[src/rtl/dram_cycle_sequencer.sv]
// dram_cycle_sequencer: RAS/CAS timing sequencer for CPU accesses with interleaved periodic refresh
module dram_cycle_sequencer #(
  parameter int REFRESH_INTERVAL = 234,
  parameter int CAS_CYCLES       = 2,
  parameter int PRECHARGE_CYCLES = 2,
  parameter int REF_RAS_CYCLES   = 3
) (
  input  logic       clk,
  input  logic       clr,
  input  logic       cpu_req,
  input  logic       cpu_we,
  output logic       ras_n,
  output logic       cas_n,
  output logic       we_n,
  output logic       mux_sel,
  output logic       mux_strobe_n,
  output logic       ref_oe_n,
  output logic [6:0] ref_row,
  output logic       ack,
  output logic       busy,
  output logic       ref_overrun
);
  typedef enum logic [2:0] {IDLE, ROW, COL, CAS, PRE, REF_SETUP, REF_RAS} state_t;
  state_t state, nxt;
  logic [2:0] cnt, nxt_cnt;
  logic [9:0] ivl;
  logic req_q, we_q, lat_we, ref_pending, expire, accept;
  assign expire = ivl == 10'd0;
  assign accept = state == IDLE && !ref_pending && req_q;
  // cpu_req is sampled alongside ref_pending so a same-edge collision resolves to refresh
  always_comb begin
    nxt = state;
    nxt_cnt = cnt - 3'd1;
    case (state)
      IDLE: nxt = ref_pending ? REF_SETUP : req_q ? ROW : IDLE;
      ROW: nxt = COL;
      COL: begin
        nxt = CAS;
        nxt_cnt = 3'(CAS_CYCLES - 1);
      end
      CAS, REF_RAS: if (cnt == 3'd0) begin
        nxt = PRE;
        nxt_cnt = 3'(PRECHARGE_CYCLES - 1);
      end
      PRE: nxt = cnt == 3'd0 ? IDLE : PRE;
      REF_SETUP: begin
        nxt = REF_RAS;
        nxt_cnt = 3'(REF_RAS_CYCLES - 1);
      end
      default: nxt = IDLE;
    endcase
  end
  // outputs decode the next state so every strobe comes straight from a flop
  always_ff @(posedge clk or posedge clr) begin
    if (clr) begin
      state <= IDLE;
      cnt <= 3'd0;
      ivl <= 10'(REFRESH_INTERVAL - 1);
      req_q <= 1'b0;
      we_q <= 1'b0;
      lat_we <= 1'b0;
      ref_pending <= 1'b0;
      ref_overrun <= 1'b0;
      ref_row <= 7'd0;
      ras_n <= 1'b1;
      cas_n <= 1'b1;
      we_n <= 1'b1;
      mux_sel <= 1'b0;
      mux_strobe_n <= 1'b0;
      ref_oe_n <= 1'b1;
      ack <= 1'b0;
      busy <= 1'b0;
    end else begin
      state <= nxt;
      cnt <= nxt_cnt;
      req_q <= cpu_req;
      we_q <= cpu_we;
      if (accept) lat_we <= we_q;
      ivl <= expire ? 10'(REFRESH_INTERVAL - 1) : ivl - 10'd1;
      ref_pending <= expire | (ref_pending & (nxt != REF_SETUP));
      ref_overrun <= ref_overrun | (expire & ref_pending);
      if (state == REF_RAS && nxt == PRE) ref_row <= ref_row + 7'd1;
      ras_n <= !(nxt inside {ROW, COL, CAS, REF_RAS});
      cas_n <= nxt != CAS;
      we_n <= !(nxt == CAS && lat_we);
      mux_sel <= nxt inside {COL, CAS};
      mux_strobe_n <= nxt inside {REF_SETUP, REF_RAS};
      ref_oe_n <= !(nxt inside {REF_SETUP, REF_RAS});
      ack <= nxt == CAS && nxt_cnt == 3'd0;
      busy <= nxt != IDLE;
    end
  end
endmodule

[config.mk]
export PLATFORM = sky130hd
export DESIGN_NAME = dram_cycle_sequencer
export DESIGN_NICKNAME = d
export VERILOG_FILES = /design/src/rtl/dram_cycle_sequencer.sv
export SDC_FILE = /design/constraint.sdc
export NUM_CORES = 1
export LEC_CHECK = 0
export CAP_MARGIN = 20
export CORE_MARGIN = 2
export CORE_UTILIZATION = 55
export DETAILED_ROUTE_END_ITERATION = 12
export DONT_BUFFER_PORTS = 1
export PLACE_DENSITY = 0.72
export SKIP_CTS_REPAIR_TIMING = 1
export SLEW_MARGIN = 10
export SYNTH_ARGS = -nofsm -noshare
export SYNTH_HDL_FRONTEND = slang
export SYNTH_SLANG_ARGS = --single-unit
[constraint.sdc]
create_clock -name clk -period 2.45 [get_ports clk]
set_input_delay 0.3675 -clock clk [delete_from_list [all_inputs] [get_ports clk]]
set_output_delay 0.3675 -clock clk [all_outputs]
set_load 0.02 [all_outputs]
==> impl_metrics.toml, run 1 <==
[run_status]
status = "finished clean"

[worst_setup_path]
cpPeakStageDelay_ns = 0.50
crit_chain = "inv_1 -> ha_1 -> or3b_2 -> or3_4 -> nor2b_1"
critPathCapture = "ivl[1]"
startpoint = "ivl[1]"
crit_family = "simple AND/OR/NAND/NOR gates"
crit_cells = 5
cp.required_ns = 2.68
crit_slowest_cell = "or3b_2"
path_class = "reg -> reg"
r2r-start = "ivl[1]"
crit_path_end_kind = "register"
cp-start-kind = "register"
crit_fanout = 6
cp.arrival_ns = 2.10
reg2reg_depth = 5
r2r-end = "ivl[1]"
cp.buffers_inverters = 1
ff2ff_setup_slack_ns = 0.58

[timing]
hold_viol = 0
fmax_mhz = 536
setup_tns_ns = 0
finalCritPeriodShare = 0.762
slew_headroom = 0.669
tightest_slew_ns = 0.497
setup_viol = 0
skew_ns = 0.00878
slew_viol_final = 0
finalCriticalPeriod_ns = 1.87
grt_setup_unrepaired = "false"

[layout]
most-common-layout-cells = "dfrtp_1, inv_1, dfstp_2"
final_util = 0.589
multi_input_area_sq_um = 703
final_common_cell = "dfrtp_1"
n_antenna_cell = 0
synthToLayoutAreaGrowth_pct = 4.36
fill_cells = 267
final_nets = 168
drive_above_1_share = 0.149
final-seq-area_sq_um = 912

[min_path]
hold_class = "in -> async"

[global_route]
track_usage = 0.199
antenna_found_initial = 0
grt_overflow = 0
grt_pass1_wl_mm = 5.05
grt_pass1_vias = 1123
grt_max_degree = 37

[synth]
synthSimpleGateAreaFrac = 0.182
synth_xor_area_frac = 0.0414
synth-async-reset-ratio = 1.00
synth_seq_area_share = 0.538
ys.flop_type = "dfrtp_1"
synth-edff-count = 0
synth_compound_area_frac = 0.125
synth_area_sq_um = 1690
synth_seq_cells = 36
synth_fa_ha_area_frac = 0.0414
postSynthCellCount = 160
avgSynthCellArea_sq_um = 10.6
ys_top_cells_by_area = "dfrtp_1, dfstp_2, xor2_1"
muxShareOfSynthArea = 0.0258
ys_types = 39
yosys_warnings = 0
syn-num-nets = 168
synth_top_family_by_area = "simple AND/OR/NAND/NOR gates"
yosys.area.top_type = "dfrtp_1"
synth_top_area_frac = 0.399

[clock_tree]
path_clk_slew_ns = 0.10
cts_buffers = 5
cts_tree = "built"
clk-insertion-delay-late_ns = 0.33
cts.sinks = 36
root_buffer = "clkbuf_4"
htree_levels = 2
clockBufferDepth = 2

[floorplanning]
start_util = 0.564
die_area_sq_um = 3540
core_sq_um = 3000
rows = 20
die_w_um = 59.5
ios = 20
dieHeight_um = 59.5

[power]
pwr-share-clk = 0.173
power.share.switching = 0.389
power.switching_mw = 0.726
power_frac_comb = 0.300
seq_power_share = 0.527
ir_drop_mv = 0.700
powerDensity_nw_per_um2 = 1060
p_int_mw = 1.14
cellLeakagePower_nw = 0.772

[detailed_routing]
drc_errors = 0
vias_per_cell = 6.03
ant_nets = 0
first_pass_iters = 4
via_count = 1169
drt_iter0_markers = 15
routedWlPerCell_um = 15.0
drt_wl_total_mm = 2.91

[placement]
dp_hpwl_mm = 2.01
placement.io_buffers = 0
place_congestion = 0.890

[flow_run]
max_cap_viol_count = 0
[per-layer routing]
layer	vias up	global-route usage	part of all wire
met5	-	0	0
met4	0	0.0889	0.022
met3	7	0.0830	0.051
met2	31	0.264	0.44
met1	563	0.282	0.48
li1	568	-	-
[per-stage QoR]
step / area [sq um] / std cells / worst slack, ns / total power, mW / hold WS, ns
5_1_grt: 1770 / 194 / 0.516 / 2.03 / 0.0128
4_1_cts: 1770 / 194 / 0.590 / 1.88 / 0.0116
3_3_place_gp: 1710 / 186 / 0.672 / 1.52 / 0.377
3_5_place_dp: 1710 / 186 / 0.601 / 1.55 / 0.387
6_report: 1770 / 194 / 0.584 / 1.87 / 0.00192
2_1_floorplan: 1690 / 160 / 0.726 / 1.44 / 0.385
[worst min-delay path by stage]
| stage | start | endpoint | slack, ns | cells after the start |
|---|---|---|---|---|
| floorplan | lat_we | we_n | 0.38 | 1 |
| global placement | clr | ref_row[6] | 0.38 | 2 |
| detailed placement | clr | ref_row[6] | 0.39 | 2 |
| CTS | clr | ref_row[6] | 0.01 | 2 |
| global route | cpu_req | req_q | 0.01 | 0 |
| finish | clr | ref_row[6] | 0.002 | 2 |
[synthesized netlist by cell type (2+ instances only)]
| cell type | n |
|---|---|
| dfrtp_1 | 27 |
| inv_1 | 10 |
| dfstp_2 | 9 |
| a21oi_1 | 8 |
| clkbuf_1 | 8 |
| nand2_1 | 8 |
| nor3_1 | 8 |
| o21ai_0 | 8 |
| nand3_1 | 7 |
| xor2_1 | 7 |
| nor2_1 | 5 |
| ha_1 | 4 |
| nand2b_1 | 4 |
| nor2b_1 | 4 |
| nor4_1 | 4 |
| o31ai_1 | 4 |
| a21o_1 | 3 |
| mux2_2 | 3 |
| nand3b_1 | 3 |
| or4_1 | 3 |
| maj3_1 | 2 |
| o21bai_1 | 2 |
| or3_1 | 2 |
| or3_4 | 2 |
[state kept, by name (all words and copies together), names as in the netlist, 3 cells and up]
register / flops
cnt: 3
ivl: 10
ref_row: 7
state: 3
[final cells by class]
| class | count | area share |
|---|---|---|
| Sequential cell | 36 | 0.516 |
| Tap cell | 33 | 0.0234 |
| Inverter | 10 | 0.0212 |
| Timing Repair Buffer | 2 | 0.00849 |
| Multi-Input combinational cell | 105 | 0.398 |
| Clock buffer | 8 | 0.0333 |
[kinds of logic (layout without fill, tap and decap cells)]
family | after synthesis | in the layout
compound gates | 33 | 33
xor+xnor | 8 | 8
fa+ha+maj | 6 | 6
buf+inv | 19 | 20
flops | 36 | 36
mux | 4 | 4
simple gates | 54 | 54
[power by group through the flow]
stage / combinational (mW) / clock, mW / sequential (mW)
2_1_floorplan: 0.537 / 0 / 0.905
3_3_place_gp: 0.536 / 0 / 0.985
3_5_place_dp: 0.559 / 0 / 0.992
4_1_cts: 0.564 / 0.338 / 0.980
5_1_grt: 0.644 / 0.373 / 1.01
6_report: 0.561 / 0.323 / 0.984
Power figures use the tool's default switching activity.
==> inputs of run 2 (changes only) <==
clock period = 1.9 ns   (was 2.45 ns; I/O delays follow)
==> run 2 against run 1 <==
  * Critical path depth unchanged
  * Cell count increased by 4.1%
  * Sequential power up 20%
  * Die area unchanged
  * Clock skew up 0.00064 ns
  * Register-to-register slack got worse by 0.50 ns
  * Count of clock-buffer cells in the layout down 1
  * Setup slack worse by 0.50 ns
  * Critical path type unchanged
  * Largest cell class unchanged
  * Highest routed layer unchanged
==> impl_metrics.toml, run 2 (synthesis results as in run 1) <==
[run_status]
status = "finished clean"

[worst_setup_path]
crit_chain = "inv_1 -> ha_1 -> or3b_2 -> or3_4 -> nor2b_1"
crit_slowest_cell = "or3b_2"
r2r-start = "ivl[0]"
reg2reg_depth = 5
cp-start-kind = "register"
cp.required_ns = 2.13
crit_fanout = 7
ff2ff_setup_slack_ns = 0.08
r2r-end = "ivl[1]"
crit_path_end_kind = "register"
cpPeakStageDelay_ns = 0.50
path_class = "reg -> reg"
cp.arrival_ns = 2.05

[floorplanning]
rows = 20
die_w_um = 59.5
start_util = 0.564
die_area_sq_um = 3540
dieHeight_um = 59.5
core_sq_um = 3000
ios = 20

[global_route]
track_usage = 0.202
grt_pass1_vias = 1151
grt_max_degree = 37
antenna_found_initial = 0
grt_overflow = 0
grt_pass1_wl_mm = 5.33

[clock_tree]
clockBufferDepth = 2
root_buffer = "clkbuf_4"
htree_levels = 2
cts.sinks = 36
clk-insertion-delay-late_ns = 0.33
cts_buffers = 5
path_clk_slew_ns = 0.11
cts_tree = "built"

[timing]
setup_viol = 0
grt_setup_unrepaired = "false"
skew_ns = 0.00942
finalCriticalPeriod_ns = 1.82
setup_tns_ns = 0
slew_headroom = 0.711
timing.final.ws_setup_ns = 0.0846
tightest_slew_ns = 0.433
hold_viol = 0
slew_viol_final = 0
finalCritPeriodShare = 0.955
fmax_mhz = 551

[detailed_routing]
drt_iter0_markers = 32
drt_wl_total_mm = 2.93
vias_per_cell = 5.88
via_count = 1187
routedWlPerCell_um = 14.5
first_pass_iters = 4
ant_nets = 0
drc_errors = 0

[layout]
drive_above_1_share = 0.183
final_nets = 176
largest_register_ffs = 10
top_regs = "ivl: 10 flops, ref_row: 7 flops"
synthToLayoutAreaGrowth_pct = 10.5
n_antenna_cell = 0
most-common-layout-cells = "dfrtp_1, inv_1, dfstp_2"
fill_cells = 246
final_common_cell = "dfrtp_1"
final-seq-area_sq_um = 912
multi_input_area_sq_um = 703
regMostFlops = "ivl"

[power]
powerDensity_nw_per_um2 = 1410
pwr-share-clk = 0.222
power.share.switching = 0.358
power_frac_comb = 0.330
power.switching_mw = 0.946
seq_power_share = 0.447
ir_drop_mv = 0.909
cellLeakagePower_nw = 0.829
p_int_mw = 1.70

[min_path]
hold_start = "lat_we"
min_to = "we_n"
hold_class = "reg -> reg"
hold_depth = 1

[placement]
place_congestion = 0.877
dp_hpwl_mm = 2.08
placement.io_buffers = 0
pre_cts_slack_ns = 0.102

[flow_run]
max_cap_viol_count = 0
[run 2: cell types whose count changed in the layout (fill, tap and decap cells not counted)]
cell	delta
clkbuf_8	+1
buf_4	+5
clkbuf_1	-2
bufinv_16	+1
dlygate4sd3_1	+3
[run 2: worst max path at each step]
| stage | startpoint | to | slack (ns) | depth (start not counted) |
|---|---|---|---|---|
| after floorplan | ivl[1] | ivl[1] | 0.18 | 5 |
| after global placement | ivl[0] | ivl[1] | 0.15 | 5 |
| after detailed placement | ivl[0] | ivl[1] | 0.10 | 5 |
| after CTS | ivl[0] | ivl[1] | 0.09 | 5 |
| after global routing | ivl[1] | ivl[1] | 0.01 | 5 |
| final | ivl[0] | ivl[1] | 0.08 | 5 |
[run 2: through the flow]
step | instance area (sq um) | total power, mW | instances | hold slack, ns | util
6_report | 1870 | 2.64 | 202 | 0.418 | 0.623
5_1_grt | 1870 | 2.86 | 202 | 0.460 | 0.623
4_1_cts | 1840 | 2.66 | 199 | -0.0730 | 0.613
3_5_place_dp | 1750 | 2.07 | 191 | 0.300 | 0.582
3_3_place_gp | 1750 | 2.02 | 191 | 0.294 | 0.582
2_1_floorplan | 1690 | 1.86 | 160 | 0.316 | -
[run 2: worst max-delay path, delay by kind of cell (launching register included)]
family | cells | cell delay (ns)
AND/OR/NAND/NOR | 3 | 1.06
adder cells (fa/ha/maj) | 1 | 0.18
flip-flops | 1 | 0.41
buffers and inverters | 1 | 0.06
[run 2: power groups by stage]
stage / sequential [mW] / combinational, mW / clock (mW)
global route: 1.21 / 0.993 / 0.649
floorplan: 1.17 / 0.692 / 0
global placement: 1.20 / 0.827 / 0
detailed placement: 1.20 / 0.869 / 0
CTS: 1.18 / 0.871 / 0.607
finish: 1.18 / 0.874 / 0.588
[run 2: cell type report]
class | count | area share
clock inverters | 1 | 0.0160
well taps | 33 | 0.0221
multi-input cells | 105 | 0.376
inverters | 10 | 0.0201
clock buffers | 7 | 0.0348
flip-flops and latches | 36 | 0.487
repair buffers | 10 | 0.0441
[run 2: layer usage]
layer | up-vias | GRT usage | routed length [um]
met5 | - | 0 | 0
met4 | 0 | 0.0921 | 56
met1 | 578 | 0.288 | 1400
li1 | 578 | - | -
met3 | 7 | 0.0633 | 139
met2 | 24 | 0.281 | 1330
==> inputs of run 3 (changes only) <==
CORE_UTILIZATION = 45   (was 55)
PLACE_DENSITY = 0.62   (was 0.72)
==> run 3 against run 2 <==
  * Die area rose by 21%
  * Highest routed layer unchanged
  * Critical endpoint unchanged
  * Setup slack worse by 0.0070 ns
  * Via count is 3.0% lower
  * Maximum frequency is 0.38% lower
  * The run now ends with hold timing left
==> impl_metrics.toml, run 3 (synthesis results as in run 1) <==
[run_status]
status = "finished, violations left"
violations = "hold timing"

[timing]
setup_viol = 0
fmax_mhz = 549
slew_headroom = 0.668
grt_setup_unrepaired = "false"
finalCriticalPeriod_ns = 1.82
hold_viol = 27
holdWs_ns = -0.0177
finalCritPeriodShare = 0.959
tightest_slew_ns = 0.497
setup_tns_ns = 0
slew_viol_final = 0
skew_ns = 0.0107

[global_route]
track_usage = 0.166
grt_pass1_wl_mm = 5.42
grt_pass1_vias = 1201
grt_overflow = 0
antenna_found_initial = 0
grt_max_degree = 37

[detailed_routing]
drt_wl_total_mm = 3.06
via_count = 1151
ant_nets = 0
vias_per_cell = 5.43
drc_errors = 0
first_pass_iters = 4
drt_iter0_markers = 43
routedWlPerCell_um = 14.4

[placement]
numPlacedInstances = 204
placement.io_buffers = 0
place_congestion = 0.745
dp_hpwl_mm = 2.14

[floorplanning]
die_area_sq_um = 4270
dieHeight_um = 65.4
ios = 20
start_util = 0.466
rows = 22
die_w_um = 65.4
core_sq_um = 3630

[power]
powerDensity_nw_per_um2 = 1440
cellLeakagePower_nw = 0.810
report.power.total_mw = 2.68
ir_drop_mv = 0.806

[layout]
synthToLayoutAreaGrowth_pct = 9.67
final_common_cell = "dfrtp_1"
regMostFlops = "ivl"
most-common-layout-cells = "dfrtp_1, inv_1, dfstp_2"
largest_register_ffs = 10
n_antenna_cell = 0
top_regs = "ivl: 10 flops, ref_row: 7 flops"
drive_above_1_share = 0.171
final_nets = 171
fin_cells = 212
final_util = 0.511

[clock_tree]
cts_buffers = 5
cts.sinks = 36
path_clk_slew_ns = 0.08
clockBufferDepth = 2
htree_levels = 2
root_buffer = "clkbuf_8"
clk-insertion-delay-late_ns = 0.29
cts_tree = "built"

[worst_setup_path]
startpoint = "ivl[0]"
critPathCapture = "ivl[1]"
path_class = "reg -> reg"
cp.arrival_ns = 2.00
cp-start-kind = "register"
crit_path_end_kind = "register"
r2r-end = "ivl[1]"
crit_fanout = 7
reg2reg_depth = 5
cp.required_ns = 2.08
r2r-start = "ivl[0]"
ff2ff_setup_slack_ns = 0.08

[flow_run]
max_cap_viol_count = 0

[min_path]
hold_class = "in -> async"
run 3: changes by cell type in the layout (fill, tap and decap cells not counted):
cell / delta
clkbuf_1: +1
clkbuf_8: +3
clkinv_2: +1
dlygate4sd3_1: -3
buf_4: -2
clkbuf_4: -5
run 3: area by class of cell:
class / count / area (sq um)
Fill cell: 345 / 1780
Sequential cell: 36 / 912
Multi-Input combinational cell: 105 / 703
Clock buffer: 6 / 72.6
Tap cell: 48 / 60.1
Timing Repair Buffer: 5 / 37.5
Inverter: 10 / 37.5
Clock inverter: 2 / 35.0
run 3: stage by stage:
stage	setup WS (ns)	cell area (sq um)
6_report	0.0776	1860
5_1_grt	0.0138	1860
4_1_cts	0.0817	1860
3_5_place_dp	0.0938	1750
3_3_place_gp	0.152	1750
2_1_floorplan	0.176	1690
run 3: worst min path at each step:
stage / start / end / slack, ns / cells after the start
floorplan: cpu_req / req_q / 0.32 / 0
global placement: clr / ref_row[6] / 0.30 / 2
detailed placement: clr / ref_row[6] / 0.31 / 2
CTS: clr / ref_row[1] / -0.003 / 2
global route: cpu_we / we_q / 0.01 / 0
finish: clr / ref_row[6] / -0.02 / 2
run 3: layer usage:
layer | track usage | wire length, um | up-vias
li1 | - | - | 568
met2 | 0.258 | 1370 | 21
met5 | 0 | 0 | -
met4 | 0.0781 | 68 | 0
met3 | 0.0599 | 171 | 7
met1 | 0.206 | 1450 | 555
run 3: worst max-delay path: stages, from the launching register on:
cell     delay [ns]
dfstp_2        0.40
inv_1          0.06
ha_1           0.18
or3b_2         0.50
or3_4          0.43
nor2b_1        0.15
run 3: where the power goes:
group          internal (mW)  switching [mW]
clock                  0.389           0.268
sequential             0.970           0.219
combinational          0.350           0.484
==> edit 1 (flow settings as in run 2) <==
Put one more register stage on the output `ref_overrun`, with the module's reset. The value now appears one clock later. The other outputs are not delayed to match.
--- a/src/rtl/dram_cycle_sequencer.sv
+++ b/src/rtl/dram_cycle_sequencer.sv
@@ -23,2 +23,4 @@
   typedef enum logic [2:0] {IDLE, ROW, COL, CAS, PRE, REF_SETUP, REF_RAS} state_t;
+
+  logic ref_overrun_s0;
   state_t state, nxt;
@@ -62,3 +64,3 @@
       ref_pending <= 1'b0;
-      ref_overrun <= 1'b0;
+      ref_overrun_s0 <= 1'b0;
       ref_row <= 7'd0;
@@ -80,3 +82,3 @@
       ref_pending <= expire | (ref_pending & (nxt != REF_SETUP));
-      ref_overrun <= ref_overrun | (expire & ref_pending);
+      ref_overrun_s0 <= ref_overrun_s0 | (expire & ref_pending);
       if (state == REF_RAS && nxt == PRE) ref_row <= ref_row + 7'd1;
@@ -92,2 +94,10 @@
   end
+  always_ff @(posedge clk or posedge clr) begin
+    if (clr) begin
+      ref_overrun <= '0;
+    end else begin
+      ref_overrun <= ref_overrun_s0;
+    end
+  end
+
 endmodule
Behaviour: same outputs for any inputs over 10 cycles, from zero or initial values; that may be too few to reach the edited logic, so the function may still have changed.
==> edit 1 against run 2 <==
  * Worst hold slack improved by 7.5 ps
  * Combinational power decreased by 1%
  * Utilization is 0.67 points lower
  * Largest power group unchanged
  * Sequential cell count rose by 1
  * Design area fell by 1.1%
  * Total power down 6.5%
  * Non-clock buffer count fell by 1
  * Wire length up 2.9%
  * Final cell count unchanged
  * Synthesized area up 1.5%
  * Global-route usage fell by 0.21 points
  * Worst setup slack improved by 54 ps
  * Highest routed layer unchanged
  * Clock skew grew 2.9 ps
  * Largest cell class unchanged
  * Critical path type unchanged
==> edit 1: results (changes against run 2) <==
share of layout cells above drive strength 1 17.8% (-0.59 points); worst slew pin tran 442 ps (+8.44 ps); vias in the first global route 1123 (-2.4%); Synth warnings 0 (unchanged); Reg2Reg Setup Slack 140 ps (+50 ps); Vias 1207 (+1.7%); Max stage delay on crit path 410 ps (-90 ps); post-synthesis sequential area ratio 54.5% (+0.67 points); first-pass GRT wire length 5210 µm (-2.2%); FMAX 568 MHz (+3.0%); wire per inst 14.9 µm (+2.9%); GRT Overall Usage 20.0% (-0.21 points); area share of fa/ha/maj cells after synthesis 4.08% (-0.060 points); detailed placer's ending HPWL 2160 µm (+3.8%); worst skew pair latency 350 ps (+20 ps); Syn Nets 169 (+0.60%); largest net degree at the start of global routing 38 (+2.7%); crit-path max FO 7 (unchanged); initial DRC count 59 (+84%); skew final 12.4 ps (+2.93 ps); complex-gate fraction of the synthesized area 12.3% (-0.18 points); Post-DP Area 1760 µm² (+1.0%); outcome finished, final reports clean; Post-Synth XOR/XNOR Area 4.08% (-0.060 points); crit path max-delay cell type dfstp_2; Place WS 54.4 ps (-47.9 ps); Area contributors post-synth dfrtp_1 41%, dfstp_2 14%, xor2_1 3.6%; gpl congestion 0.807 (-7.9%); Commonest cells post-synth 28 x dfrtp_1, 10 x inv_1, 9 x dfstp_2; LEAKAGE 0.818 nW (-1.3%); mux cell area share after synthesis 2.55% (-0.038 points); CP arrival 2010 ps (-40 ps); Synth cell types 39 (unchanged); worst vdd rail ir drop 0.000791 V (-13%)
edit 1: cell count changes after synthesis:
cell | before | now
dfrtp_1 | 27 | 28
edit 1: worst paths after layout:
| check | start | end | depth (start not counted) |
|---|---|---|---|
| worst min register to register | ref_overrun_s0 | ref_overrun | 0 |
| min in group asynchronous | clr | ref_row[6] | 3 |
| worst min-delay path | ref_overrun_s0 | ref_overrun | 0 |
| worst max-delay path | ivl[0] | ivl[1] | 5 |
| max in group asynchronous | clr | we_n | 3 |
| worst max register to register | ivl[0] | ivl[1] | 5 |
edit 1: metal layers:
layer,up-vias,GRT usage [%],wire (µm)
met4,0,11.4,61
met1,588,25.4,1250
met5,-,0,0
met3,7,4.98,167
li1,580,-,-
met2,32,30.9,1540
edit 1: cell families after synthesis:
family                     count (synthesis)
AOI/OAI and AO/OA                         33
xor gates and xnor gates                   8
adders and majority gates                  6
buffers and inverters                     19
DFF                                       37
muxes                                      4
and+or+nand+nor                           54
edit 1: worst reg2reg max path, stage by stage (launching register included):
cell and delay [ps]:
dfstp_2 410, inv_1 80, ha_1 210, or3b_4 410, or3_4 410, nor2b_1 140
edit 1: power by group:
part           switching (W)  internal (W)
sequential          0.000219      0.000990
combinational       0.000494      0.000368
clock               0.000263      0.000139
edit 1: cell type report:
class	count	area [µm²]
Inverter	10	37.5
Sequential cell	37	937
Tap cell	33	41.3
Timing Repair Buffer	9	75.1
Fill cell	260	1150
Multi-Input combinational cell	105	706
Clock buffer	5	37.5
Clock inverter	3	17.5
edit 1: through the flow:
stage	hold WS, ps	utilization [%]	power, W	instances
6_report	425	61.7	0.00247	202
5_1_grt	437	61.7	0.00266	202
4_1_cts	-83.7	60.6	0.00249	199
3_5_place_dp	313	58.8	0.00208	191
3_3_place_gp	303	58.8	0.00204	191
2_1_floorplan	316	-	0.00188	161
==> edit 2 (settings of run 2) <==
Without the edit above. Set the parameter `REFRESH_INTERVAL` to 117 (it was 234).
--- a/src/rtl/dram_cycle_sequencer.sv
+++ b/src/rtl/dram_cycle_sequencer.sv
@@ -2,3 +2,3 @@
 module dram_cycle_sequencer #(
-  parameter int REFRESH_INTERVAL = 234,
+  parameter int REFRESH_INTERVAL = 117,
   parameter int CAS_CYCLES       = 2,
Behaviour: same outputs for any inputs over 10 cycles, from zero or initial values; that may be too few to reach the edited logic, so the function may still have changed.
==> edit 2 against run 2 <==
  * Count of clock-buffer cells in the layout fell by 1
  * Utilization rose by 2.6 points
  * First-iteration DRC count rose by 22%
  * Total power fell by 1.9%
  * Synthesized area fell by 1.6%
  * Wire length rose by 1.3%
  * Largest power group unchanged
  * Largest cell class unchanged
  * Design area fell by 1.9%
  * Sequential share of layout area rose by 0.86 points
  * Sequential cell count did not move
  * Worst setup slack improved by 140 ps
==> edit 2: results (changes against run 2) <==
fillers 231 (-6.1%); global routing usage on met3 7.42% (+1.1 points); post-route minimum period 1680 ps (-140 ps); initial DRC count 39 (+22%); routing usage on met2 30.3% (+2.2 points); worst vdd rail ir drop 0.000954 V (+5.0%); Storage cell area 911 µm² (-0.14%); M1 wire length 1290 µm (-8.2%); Gate power share 31.4% (-1.6 points); Worst Setup End Kind register; share of layout cells above drive strength 1 17.0% (-1.4 points); post-synthesis sequential area ratio 54.7% (+0.81 points); Synth cell types 41 (+5.1%); fin nets 172 (-2.3%); ys async rst share 100% (unchanged); largest net degree at the start of global routing 24 (-35%); sequential share of power 48.5% (+3.8 points); metal3 WL 182 µm (+31%); Syn Nets 161 (-4.2%); worst hold slack 379 ps (-39.2 ps); CP arrival 1910 ps (-140 ps); DRT Pass-1 Iters 5 (+1); Area contributors post-synth dfrtp_1 42%, dfstp_2 13%, xor2_1 3.7%; GRT Overall Usage 19.8% (-0.42 points); Post-DP Area 1730 µm² (-0.93%); vias in the first global route 1087 (-5.6%); Non-Filler Instances 196 (-3.0%); met2 wire length 1440 µm (+7.7%); LEAKAGE 0.831 nW (+0.24%); wire per inst 15.2 µm (+4.4%); detailed placer's ending HPWL 2080 µm (about the same); # placed instances 185 (-3.1%); IO Port Bufs 0 (unchanged); Commonest cells post-synth 28 x dfrtp_1, 9 x a21oi_1, 9 x nand2_1; gpl congestion 0.803 (-8.5%); Place WS 238 ps (+136 ps); Psw 0.000985 W (+4.1%); Synth Area per Inst 10.9 µm² (+2.9%); clock root cell clkbuf_4; first-pass GRT wire length 5000 µm (-6.1%); R2R Path End ivl[9]; Reg2Reg Setup Slack 220 ps (+140 ps); crit-path max FO 4 (-3); CTS buffer count 5 (unchanged); worst slew pin tran 363 ps (-70.7 ps); Vias 1180 (-0.59%); Min-Delay Path Class input pin to async pin; outcome finished, final reports clean; R2R depth 3 (-2); r2r startpoint ivl[5]; skew final 10.0 ps (+0.599 ps); GRT met1 Usage 25.1% (-3.7 points); comb pwr 0.000815 W (-6.8%)
==> edit 2: cell count changes after synthesis, moves of 2 or more <==
cell and change:
or4_1 -2, clkbuf_1 -4, xnor2_1 +3, or3_4 -2, o21ai_0 -4, nand2b_1 -2
nor3_1 -2, nor2_1 +3, inv_1 -2
==> edit 2: area by class of cell <==
cell class	instances	share of cell area (%)
clock inverters	2	1.91
multi-input cells	104	38.4
clock buffers	6	2.25
repair buffers	9	4.09
flip-flops and latches	36	49.6
inverters	8	1.63
well taps	31	2.11
==> edit 2: cells by family (layout without fill, tap and decap cells) <==
logic type	count (synthesis)	in the layout	share of synthesized area [%]
xor gates and xnor gates	11	11	5.78
adders and majority gates	6	6	4.20
buffers and inverters	13	25	3.00
DFF	36	36	54.7
and+or+nand+nor	54	54	18.5
muxes	4	4	2.70
AOI/OAI and AO/OA	29	29	11.2
==> edit 2: critical path, stage by stage, from the launching register on <==
cell and delay [ps]:
dfstp_2 400, or4_4 570, nor4_4 250, mux2_1 350
